[src/rtl/hazard_scoreboard.sv]
// Pipeline hazard unit with a per-register FP write scoreboard, a divider
// occupancy counter, load-use detection and M/W operand forwarding.
module hazard_scoreboard #(
  parameter int ADDR_W  = 5,
  parameter int NREGS   = 2**ADDR_W,
  parameter int CNT_W   = 3,
  parameter int LAT_ADD = 3,
  parameter int LAT_SUB = 3,
  parameter int LAT_MUL = 4,
  parameter int LAT_DIV = 6
) (
  input  logic              clk,
  input  logic              reset,
  input  logic [ADDR_W-1:0] Rs1D,
  input  logic [ADDR_W-1:0] Rs2D,
  input  logic [ADDR_W-1:0] RdD,
  input  logic              IsFpD,
  input  logic [ADDR_W-1:0] Rs1E,
  input  logic [ADDR_W-1:0] Rs2E,
  input  logic [ADDR_W-1:0] RdE,
  input  logic              IsFpE,
  input  logic [1:0]        FpOpE,
  input  logic [1:0]        ResultSrcE,
  input  logic              PCSrcE,
  input  logic [ADDR_W-1:0] RdM,
  input  logic [ADDR_W-1:0] RdW,
  input  logic              RegWriteM,
  input  logic              RegWriteW,
  output logic              StallF,
  output logic              StallD,
  output logic              FlushD,
  output logic              FlushE,
  output logic [1:0]        ForwardAE,
  output logic [1:0]        ForwardBE,
  output logic              DivBusy,
  output logic [NREGS-1:0]  PendingMask
);

  logic [CNT_W-1:0] r_cnt [NREGS];
  logic [CNT_W-1:0] r_div_cnt;

  logic             w_issue;
  logic             w_div_issue;
  logic [CNT_W-1:0] w_lat_m1;
  logic [NREGS-1:0] w_pending;
  logic             w_lw_hazard;
  logic             w_raw_hazard;
  logic             w_waw_hazard;
  logic             w_struct_hazard;
  logic             w_stall;

  // A squashed (branch-taken) E op never reaches the scoreboard.
  assign w_issue     = IsFpE && (RdE != '0) && !PCSrcE;
  assign w_div_issue = w_issue && (FpOpE == 2'b11);

  always_comb begin
    w_lat_m1 = CNT_W'(LAT_ADD - 1);
    case (FpOpE)
      2'b00:   w_lat_m1 = CNT_W'(LAT_ADD - 1);
      2'b01:   w_lat_m1 = CNT_W'(LAT_SUB - 1);
      2'b10:   w_lat_m1 = CNT_W'(LAT_MUL - 1);
      default: w_lat_m1 = CNT_W'(LAT_DIV - 1);
    endcase
  end

  always_ff @(posedge clk) begin
    if (reset) begin
      for (int i = 0; i < NREGS; i++) r_cnt[i] <= '0;
      r_div_cnt <= '0;
    end else begin
      // A new issue overrides the decrement of the same entry.
      for (int i = 0; i < NREGS; i++) begin
        if (w_issue && (RdE == ADDR_W'(i)))
          r_cnt[i] <= w_lat_m1;
        else if (r_cnt[i] != '0)
          r_cnt[i] <= r_cnt[i] - CNT_W'(1);
      end
      if (w_div_issue)
        r_div_cnt <= CNT_W'(LAT_DIV - 1);
      else if (r_div_cnt != '0)
        r_div_cnt <= r_div_cnt - CNT_W'(1);
    end
  end

  always_comb begin
    w_pending = '0;
    for (int i = 0; i < NREGS; i++) w_pending[i] = (r_cnt[i] != '0);
  end

  assign PendingMask = w_pending;
  assign DivBusy     = (r_div_cnt != '0);

  assign w_lw_hazard = (ResultSrcE == 2'b01) && (RdE != '0) &&
                       ((Rs1D == RdE) || (Rs2D == RdE));

  assign w_raw_hazard =
    ((Rs1D != '0) && (w_pending[Rs1D] || (IsFpE && (RdE == Rs1D)))) ||
    ((Rs2D != '0) && (w_pending[Rs2D] || (IsFpE && (RdE == Rs2D))));

  assign w_waw_hazard = IsFpD && (RdD != '0) &&
                        (w_pending[RdD] || (IsFpE && (RdE == RdD)));

  assign w_struct_hazard = IsFpD && (DivBusy || (IsFpE && (FpOpE == 2'b11)));

  assign w_stall = w_lw_hazard | w_raw_hazard | w_waw_hazard | w_struct_hazard;
  assign StallF  = w_stall;
  assign StallD  = w_stall;
  assign FlushD  = PCSrcE;
  assign FlushE  = w_stall | PCSrcE;

  function automatic logic [1:0] fwd_sel(input logic [ADDR_W-1:0] rs);
    if ((rs != '0) && RegWriteM && (rs == RdM))      return 2'b10;
    else if ((rs != '0) && RegWriteW && (rs == RdW)) return 2'b01;
    else                                              return 2'b00;
  endfunction

  assign ForwardAE = fwd_sel(Rs1E);
  assign ForwardBE = fwd_sel(Rs2E);

endmodule
[config.mk]
export PLATFORM = sky130hd
export DESIGN_NAME = hazard_scoreboard
export DESIGN_NICKNAME = d
export VERILOG_FILES = /design/src/rtl/hazard_scoreboard.sv
export SDC_FILE = /design/constraint.sdc
export NUM_CORES = 1
export LEC_CHECK = 0
export ABC_AREA = 1
export ABC_CLOCK_PERIOD_IN_PS = 4700
export BUFFER_PORTS_ARGS = -buffer_cell sky130_fd_sc_hd__buf_2
export CAP_MARGIN = 20
export CORE_MARGIN = 3
export CORE_UTILIZATION = 67
export CTS_BUF_LIST = sky130_fd_sc_hd__clkbuf_4 sky130_fd_sc_hd__clkbuf_8
export DETAILED_ROUTE_END_ITERATION = 6
export PLACE_DENSITY = 0.95
export REMOVE_ABC_BUFFERS = 1
export SLEW_MARGIN = 20
export SYNTH_ARGS = -nofsm -noshare
export SYNTH_HDL_FRONTEND = slang
export SYNTH_SLANG_ARGS = --single-unit
[constraint.sdc]
create_clock -name clk -period 4.7 [get_ports clk]
set_clock_uncertainty 0.05 [all_clocks]
set_input_delay 0.47 -clock clk [delete_from_list [all_inputs] [get_ports clk]]
set_output_delay 0.47 -clock clk [all_outputs]
set_load 0.02 [all_outputs]
# Yosys cells after proc, flatten, opt, wreduce, memory -nomap -nowiden
# Memories as Yosys holds them, arrays and structs flattened.
# Index checks and enable logic that the tools add are counted.
[word_totals]
register_bits = 3
ram_bits = 96
inputBits = 51
out_inout_bits = 41
word_cells = 559
mem_count = 1
[classes]
add_sub_neg = 33
order_cmp = 3
n_eq_ne = 44
muxes = 303
bitwise = 68
reduce_logical = 105
[memory_table]
columns = ["memory", "words", "word_bits", "read_ports", "rd_ports_with_merged_regs", "write_ports", "line_no", "source"]
rows = [
  ["r_cnt", 32, 3, 32, 0, 32, "39", "logic [CNT_W-1:0] r_cnt [NREGS];"],
]
[op_table]
columns = ["cell", "count"]
rows = [
  ["$mux W1", 231],
  ["$mux W3", 66],
  ["$reduce_bool A3 Y1", 33],
  ["$sub A3 B1 Y3 const B", 33],
  ["$eq A5 B5 Y1 const B", 16],
  ["$or A1 B1 Y1", 68],
  ["$logic_and A1 B1 Y1", 54],
  ["$eq A5 B5 Y1", 9],
  ["$eq A5 B4 Y1 const B", 8],
  ["$reduce_bool A5 Y1", 6],
  ["$eq A5 B3 Y1 const B", 4],
  ["$lt A5 B6 Y1 const B", 3],
  ["$bmux W1 S5", 3],
  ["$eq A5 B2 Y1 const B", 2],
  ["$logic_or A1 B1 Y1", 6],
  ["$pmux W3 S2", 1],
  ["$eq A5 B1 Y1 const B", 1],
  ["$logic_not A5 Y1", 1],
  ["$eq A2 B1 Y1 const B", 2],
  ["$eq A2 B2 Y1 const B", 2],
  ["$mux W2", 2],
  ["$reduce_or A2 Y1", 2],
  ["$logic_not A2 Y1", 1],
  ["$reduce_bool A2 Y1", 1],
  ["$logic_not A1 Y1", 1],
]

# Longest topological paths before layout
# Gate-level depths: netlist of run 1.
# An unclocked memory read counts as a cell.
[depth]
depth_word = 11
ltp_mapped = 16
mapped_depth_nobuf = 15

# Worst setup path after synthesis of run 1
# No wires, ideal clock.
[synth_path]
path_kind = "in2out"
start = "input Rs2E[2]"
end = "output ForwardBE[0]"
arrival_ns = 1.882
path_slack_ns = 2.298
path_stages = 5
n_path_buf = 0
cell_sequence = "xor2_1 -> a221oi_1 -> nand4_1 -> nor4_1 -> nor2_1"
[synth_via]
elab_chain_len = 5
word_cells_on_any_way = 9
classes_between = "eq/ne (2); mux (2); reduce/logical (5)"
[synth_lines]
columns = ["element", "line_no", "source"]
rows = [
  ["start: declaration", "19", "input logic [ADDR_W-1:0] Rs2E,"],
  ["$reduce_bool A5 Y1", "112, 113", ""],
  ["$logic_and A1 B1 Y1 (2 in series)", "113", "else if ((rs != '0) && RegWriteW && (rs == RdW)) return 2'b01;"],
  ["$mux W1", "113", ""],
  ["$mux W2 *", "112", "if ((rs != '0) && RegWriteM && (rs == RdM)) return 2'b10;"],
  ["end: declaration", "34", "output logic [1:0] ForwardBE,"],
]
# Mark *: on every way between the ends. The rest lies on a longest branch, timed or not.

==> results of run 1 <==
how the worst max path moves through the flow:
stage	to	slack (ns)	cells after the start
after floorplan	ForwardBE[0]	2.30	5
after global placement	StallD	2.18	11
after detailed placement	StallF	2.12	12
after CTS	StallF	1.70	14
after global routing	StallF	1.49	14
final	FlushE	1.65	14
kinds of logic after synthesis:
logic type                 Yosys count  synth area share
buffers and inverters              241             0.112
DFF                                 99             0.344
adders and majority gates           66            0.0965
and+or+nand+nor                    558             0.302
AOI/OAI and AO/OA                  134            0.0985
xor gates and xnor gates            46            0.0471
layout make-up:
cell class | count | share of cell area
clock buffers | 9 | 0.0134
clock inverters | 7 | 0.00636
inverters | 208 | 0.0848
multi-input cells | 804 | 0.503
flip-flops and latches | 99 | 0.318
well taps | 168 | 0.0227
repair buffers | 94 | 0.0517
metrics by stage:
step	area (µm²)	setup slack (ns)
global route	9250	1.49
global placement	9070	2.18
CTS	9250	1.70
floorplan	8380	2.30
finish	9250	1.65
detailed placement	9070	2.12
placed cells by master, fill, tap and decap left out, types with 3 or more instances in the layout:
master    count
nand2_1     277
inv_1       174
nand3_1     125
edfxtp_1     96
buf_2        91
nor2_1       75
a21oi_1      72
ha_1         66
xor2_1       39
inv_2        23
nand3_2      18
o21ai_0      17
nand2_2      15
nand2_4      12
clkinv_1     12
nand4_1      10
a211oi_2     10
or2_2         9
clkbuf_8      9
a211oi_1      8
o211a_1       8
xnor2_1       7
o22ai_1       7
nor3_1        6
and3_1        6
nor4_1        3
a221oi_1      3
o211ai_1      3
clkinv_2      3
buf_4         3
dfxtp_1       3
worst max-delay path, cell delays in order (launching register included):
cell and delay (ns):
edfxtp_1 0.38, inv_1 0.12, ha_1 0.17, inv_1 0.05
nor2_1 0.38, nand2_1 0.11, nand2_1 0.08, nor2_1 0.04
nand2_1 0.06, nand3_1 0.07, nand3_1 0.08, nand3_1 0.12
a21oi_1 0.22, nand3_1 0.10, buf_2 0.16
registers in the layout, summed over array words and instances (netlist names):
register,count
r_div_cnt,3
r_cnt,96
where the power goes:
part | total (µW) | leakage [µW] | internal, µW | switching (µW)
combinational | 2010 | 0.00356 | 657 | 1350
clock | 554 | 0.0000915 | 239 | 315
sequential | 1400 | 0.00107 | 1290 | 109
total | 3960 | 0.00472 | 2180 | 1780
Yosys cell counts (3+ instances only):
cell and n:
buf_4 4, o211ai_1 3, ha_1 66, nand3_1 125, or2_2 9, xnor2_1 7, nand2_2 15, nor4_1 3
a221oi_1 3, a211oi_1 8, dfxtp_1 3, nand3_2 18, inv_2 24, o22ai_1 7, nand4_1 10, nor2_1 75
edfxtp_1 96, o21ai_0 17, a211oi_2 10, nor3_1 6, clkbuf_1 12, clkinv_1 9, nand2_1 277, buf_2 12
and3_1 6, inv_1 174, nand2_4 12, a21oi_1 72, buf_1 3, o211a_1 8, xor2_1 39
routing by layer:
layer | vias to the layer above | GRT usage
li1 | 3861 | -
met1 | 3698 | 0.424
met2 | 534 | 0.534
met3 | 79 | 0.0912
met4 | 2 | 0.140
met5 | - | 0
==> impl_metrics.py, run 1 <==
metrics = {
    "route": {
        "wl_met2_mm": 10.8,
        "ant_nets": 0,
        "drt_iter0_drc": 904,
        "wirelength_mm": 23.3,
        "firstDrtPassIters": 7,
        "wl_met1_mm": 8.97,
        "top_layer": "met5",
        "via_count": 8174,
        "vias_per_cell": 5.88,
        "wl_per_cell_um": 16.8,
        "drcViolationCount": 3,
        "wl_met3_mm": 2.75,
    },
    "cts": {
        "h-tree-depth": 3,
        "cts_buffer_depth": 2,
        "worstSkewPairLatency_ns": 0.41,
        "numCtsBuffers": 9,
        "cts_resized": 0,
        "clkSinkCount": 99,
        "post-cts-setup-buffers": 0,
        "cts_tree": "yes",
        "root_buffer": "clkbuf_8",
        "path_clk_slew_ns": 0.09,
        "hold_buffers": 0,
    },
    "synthesis": {
        "syn_avg_cell_area_um2": 7.48,
        "ys_seq_elements": 99,
        "ys.flop_type": "edfxtp_1",
        "synthTopCellsByArea": "edfxtp_1, nand2_1, ha_1, inv_1, nand3_1",
        "yosysTopAreaCellShare": 0.337,
        "yosysWarningCount": 0,
        "synth_edf_count": 96,
        "synthDistinctLibCells": 39,
        "synth_top_cell_by_area": "edfxtp_1",
        "async_flop_share": 0,
        "yosysSeqAreaShare": 0.344,
        "syn_inst": 1144,
        "synthesis.area_um2": 8560,
    },
    "hold_path": {
        "holdPathEnd": "r_div_cnt[0]",
        "hold_start": "r_div_cnt[0]",
        "holdCritPathClass": "reg2reg",
        "hold_path_depth": 2,
    },
    "floorplan": {
        "coreArea_um2": 12300,
        "num_rows": 40,
        "start_util": 0.698,
        "die-area_um2": 14200,
        "die_h_um": 119,
        "io_pins": 92,
        "die_w_um": 119,
    },
    "final_layout": {
        "fin_cells": 1389,
        "num_antenna_cells": 0,
        "multiInputGateArea_um2": 4650,
        "fillers": 913,
        "fin_nets": 1333,
        "drive_gt1_frac": 0.162,
        "area_growth_pct": 8.11,
        "regArea_um2": 2940,
        "fin_util": 0.755,
    },
    "global_routing": {
        "antenna_found_initial": 1,
        "grt_pass1_wl_mm": 38.1,
        "grt_pass1_vias": 7805,
        "gr-total-overflow": 0,
        "grt_max_degree": 59,
        "gr-usage-all-layers": 0.333,
    },
    "placed_design": {
        "globalplace.congestion": 1.07,
        "dpl.hpwl_mm": 17.6,
        "dp_cells": 1373,
        "port_buffers": 91,
    },
    "run_status": {
        "violations": "DRC",
        "status": "finished with violations",
    },
    "critical_path": {
        "path_class": "reg2out",
        "worst-r2r-setup-slack_ns": 2.64,
        "r2r_start": "r_cnt[1][0]",
        "end_kind": "output port",
        "cp-startpoint": "r_cnt[1][36]",
        "arrival_ns": 2.53,
        "cp-start-kind": "flip-flop",
        "reg2reg_to": "r_cnt[1][0]",
        "crit_fanout": 5,
        "r2r_cells": 7,
        "crit_required_ns": 4.18,
    },
    "power_and_ir_drop": {
        "irDropWorstVdd_mv": 0.281,
        "leakage_uw": 0.00472,
        "powerDensity_nw_per_um2": 428,
        "p_total_uw": 3960,
    },
    "sta": {
        "worst_pin_slew_ns": 0.618,
        "slew_headroom": 0.587,
        "setup_viol": 0,
        "timing.final.max_slew_violations": 0,
        "holdWs_ns": 0.462,
        "fmax_mhz": 328,
        "rsz0062_at_grt": "false",
        "min_period_ns": 3.05,
        "hold_violations": 0,
        "period_share": 0.650,
        "setup_tns_ns": 0,
    },
    "job": {
        "cap_violations": 0,
    },
}
No activity file was read; power rests on OpenSTA's default activity.
==> run 2, diff against run 1 <==
--- a/config.mk
+++ b/config.mk
@@ -5,15 +5,15 @@
 export SDC_FILE = /design/constraint.sdc
 export NUM_CORES = 1
 export LEC_CHECK = 0
-export ABC_AREA = 1
-export ABC_CLOCK_PERIOD_IN_PS = 4700
+export ABC_AREA = 0
+export ABC_CLOCK_PERIOD_IN_PS = 2700
 export BUFFER_PORTS_ARGS = -buffer_cell sky130_fd_sc_hd__buf_2
 export CAP_MARGIN = 20
 export CORE_MARGIN = 3
-export CORE_UTILIZATION = 67
+export CORE_UTILIZATION = 56
 export CTS_BUF_LIST = sky130_fd_sc_hd__clkbuf_4 sky130_fd_sc_hd__clkbuf_8
 export DETAILED_ROUTE_END_ITERATION = 6
-export PLACE_DENSITY = 0.95
+export PLACE_DENSITY = 0.88
 export REMOVE_ABC_BUFFERS = 1
 export SLEW_MARGIN = 20
 export SYNTH_ARGS = -nofsm -noshare
==> constraint.sdc (replaced) <==
create_clock -name clk -period 2.7 [get_ports clk]
set_clock_uncertainty 0.05 [all_clocks]
set_input_delay 0.27 -clock clk [delete_from_list [all_inputs] [get_ports clk]]
set_output_delay 0.27 -clock clk [all_outputs]
set_load 0.02 [all_outputs]
==> run 2 against run 1 <==
  * The flow finishes with violations (setup timing)
  * Die area is 13% higher
  * Clock-buffer cell count is 3 higher
  * Worst hold slack worse by 0.088 ns
  * Routed wire length is 5.7% lower
  * Flip-flop and latch count stayed put
  * Largest cell class unchanged
==> impl_metrics.py, run 2 <==
metrics = {
    "critical_path": {
        "cp_slowest_cell": "mux4_2",
        "path_cells": "inv_1, ha_1, nor2b_4, mux4_2, mux4_2, mux2_4, nand4b_1, buf_4",
        "end_kind": "output port",
        "max_stage_delay_ns": 0.47,
        "cp_common_cell": "mux4_2",
        "path_class": "reg2out",
        "crit_required_ns": 2.38,
        "crit_fanout": 3,
        "arrival_ns": 2.70,
        "cp-start-kind": "flip-flop",
        "r2r_start": "r_cnt[1][27]",
        "cp-startpoint": "r_cnt[1][30]",
    },
    "sta": {
        "fmax_mhz": 331,
        "hold_violations": 0,
        "worst_pin_slew_ns": 0.612,
        "period_share": 1.12,
        "rsz0062_at_grt": "true",
        "timing.final.max_slew_violations": 0,
        "layout_setup_ws_ns": -0.321,
        "min_period_ns": 3.02,
        "setup_viol": 4,
        "slew_headroom": 0.589,
        "holdWs_ns": 0.374,
    },
    "final_layout": {
        "layout_commonest_cell": "nor2_1",
        "top_regs": "r_cnt: 96 flops, r_div_cnt: 3 flops",
        "finish.instance_area_um2": 9620,
        "fin_cells": 1184,
        "area_growth_pct": 18.8,
        "drive_gt1_frac": 0.260,
        "layout_common_cells": "nor2_1, edfxtp_1, inv_1",
        "fin_nets": 1116,
        "regMostFlops": "r_cnt",
        "largest_reg_flops": 96,
    },
    "synthesis": {
        "synth_top_cell_by_area": "edfxtp_1",
        "syn_avg_cell_area_um2": 9.11,
        "yosysTopAreaCellShare": 0.356,
        "yosysWarningCount": 0,
        "syn_inst": 889,
        "yosysMostFrequentCell": "nor2_1",
        "async_flop_share": 0,
        "synthDistinctLibCells": 57,
        "synth_edf_count": 96,
        "synthesis.area_um2": 8100,
        "ys.flop_type": "edfxtp_1",
        "ys_seq_elements": 99,
        "yosysSeqAreaShare": 0.363,
        "synthTopCellsByArea": "edfxtp_1, ha_1, a211oi_1, nor2_1, inv_1",
        "synthTopCellsByCount": "nor2_1, inv_1, edfxtp_1",
    },
    "global_routing": {
        "antenna_found_initial": 2,
        "gr-usage-all-layers": 0.272,
        "grt_max_degree": 53,
        "grt_pass1_vias": 7052,
        "grt_pass1_wl_mm": 34.9,
        "gr-total-overflow": 0,
    },
    "cts": {
        "clkSinkCount": 99,
        "cts_buffer_depth": 2,
        "cts_tree": "yes",
        "h-tree-depth": 3,
        "worstSkewPairLatency_ns": 0.40,
        "root_buffer": "clkbuf_8",
        "path_clk_slew_ns": 0.09,
        "numCtsBuffers": 9,
    },
    "placed_design": {
        "postPlaceCellArea_um2": 8830,
        "dp_cells": 1138,
        "port_buffers": 91,
        "globalplace.congestion": 0.936,
        "dpl.hpwl_mm": 15.6,
    },
    "hold_path": {
        "hold_start": "reset",
        "holdCritPathClass": "in2reg",
    },
    "route": {
        "firstDrtPassIters": 5,
        "via_count": 7171,
        "wl_per_cell_um": 18.5,
        "ant_nets": 0,
        "drt_iter0_drc": 796,
        "vias_per_cell": 6.06,
        "wirelength_mm": 22.0,
        "drcViolationCount": 0,
    },
    "floorplan": {
        "start_util": 0.579,
        "die_h_um": 126,
        "coreArea_um2": 14000,
        "num_rows": 43,
        "die_w_um": 126,
        "die-area_um2": 15900,
        "io_pins": 92,
    },
    "run_status": {
        "status": "finished with violations",
        "violations": "setup timing",
    },
    "job": {
        "cap_violations": 0,
    },
    "power_and_ir_drop": {
        "powerDensity_nw_per_um2": 1010,
        "irDropWorstVdd_mv": 0.561,
        "leakage_uw": 0.00398,
    },
}
[run 2: cell types whose count changed after synthesis, moves of 34 or more]
cell / before / now
nor2b_1: 0 / 53
nand2_1: 277 / 23
clkbuf_1: 12 / 46
nor2_1: 75 / 126
inv_1: 174 / 104
nand3_1: 125 / 10
a211oi_1: 8 / 71
[run 2: through the flow]
| stage | total power, µW | worst slack, ns | TNS, ns | util |
|---|---|---|---|---|
| 6_report | 9690 | -0.321 | -1.19 | 0.688 |
| 5_1_grt | 10400 | -0.371 | -1.40 | 0.688 |
| 3_3_place_gp | 7530 | 0.0770 | 0 | 0.631 |
| 4_1_cts | 9470 | -0.272 | -0.853 | 0.683 |
| 2_1_floorplan | 6120 | 0.124 | 0 | - |
| 3_5_place_dp | 7730 | 0.0662 | 0 | 0.631 |
[run 2: cells by family after synthesis]
kind of cell	synth area share
buffers and inverters	0.0799
adder cells (fa/ha/maj)	0.102
XOR/XNOR	0.0541
AO/OA/AOI/OAI	0.126
multiplexers	0.0712
flip-flops	0.363
AND/OR/NAND/NOR	0.204
[run 2: area by class of cell]
cell class	count	area (µm²)
Clock inverter	3	63.8
Tap cell	180	225
Fill cell	1049	4360
Antenna cell	1	2.50
Inverter	106	398
Multi-Input combinational cell	626	4830
Timing Repair Buffer	157	1020
Sequential cell	99	2940
Clock buffer	12	146
[run 2: path summary, 6_finish.rpt]
check / to / slack [ns] / cells after the start
hold reg to reg: r_div_cnt[1] / 0.46 / 2
setup reg to reg: r_cnt[1][29] / -0.26 / 18
hold / removal: r_cnt[1][15] / 0.37 / 2
setup / recovery: FlushE / -0.32 / 8
[run 2: layer usage]
layer  share of wire  vias up  global-route usage
met2            0.48      416               0.454
li1                -     3337                   -
met4           0.034        2               0.101
met5         0.00059        -                   0
met1            0.38     3343               0.340
met3            0.10       73              0.0729
[run 2: timing repair]
action,in CTS,in global routing
resized for setup,94,14
hold buffers,0,0
setup endpoints to repair,3,4
gates cloned,0,0
setup buffers,28,2
pin swaps,12,9
[run 2: worst max-delay path: cells and delay by family, from the launching register on]
family	cells	cell delay, ns
multiplexers	3	1.22
buffers and inverters	2	0.23
adder cells (fa/ha/maj)	1	0.20
AND/OR/NAND/NOR	2	0.24
flip-flops	1	0.41
[run 2: report_power, final]
part | internal (µW) | switching (µW) | leakage (µW)
clock network | 546 | 525 | 0.000108
registers | 2490 | 374 | 0.00109
logic | 2660 | 3100 | 0.00279
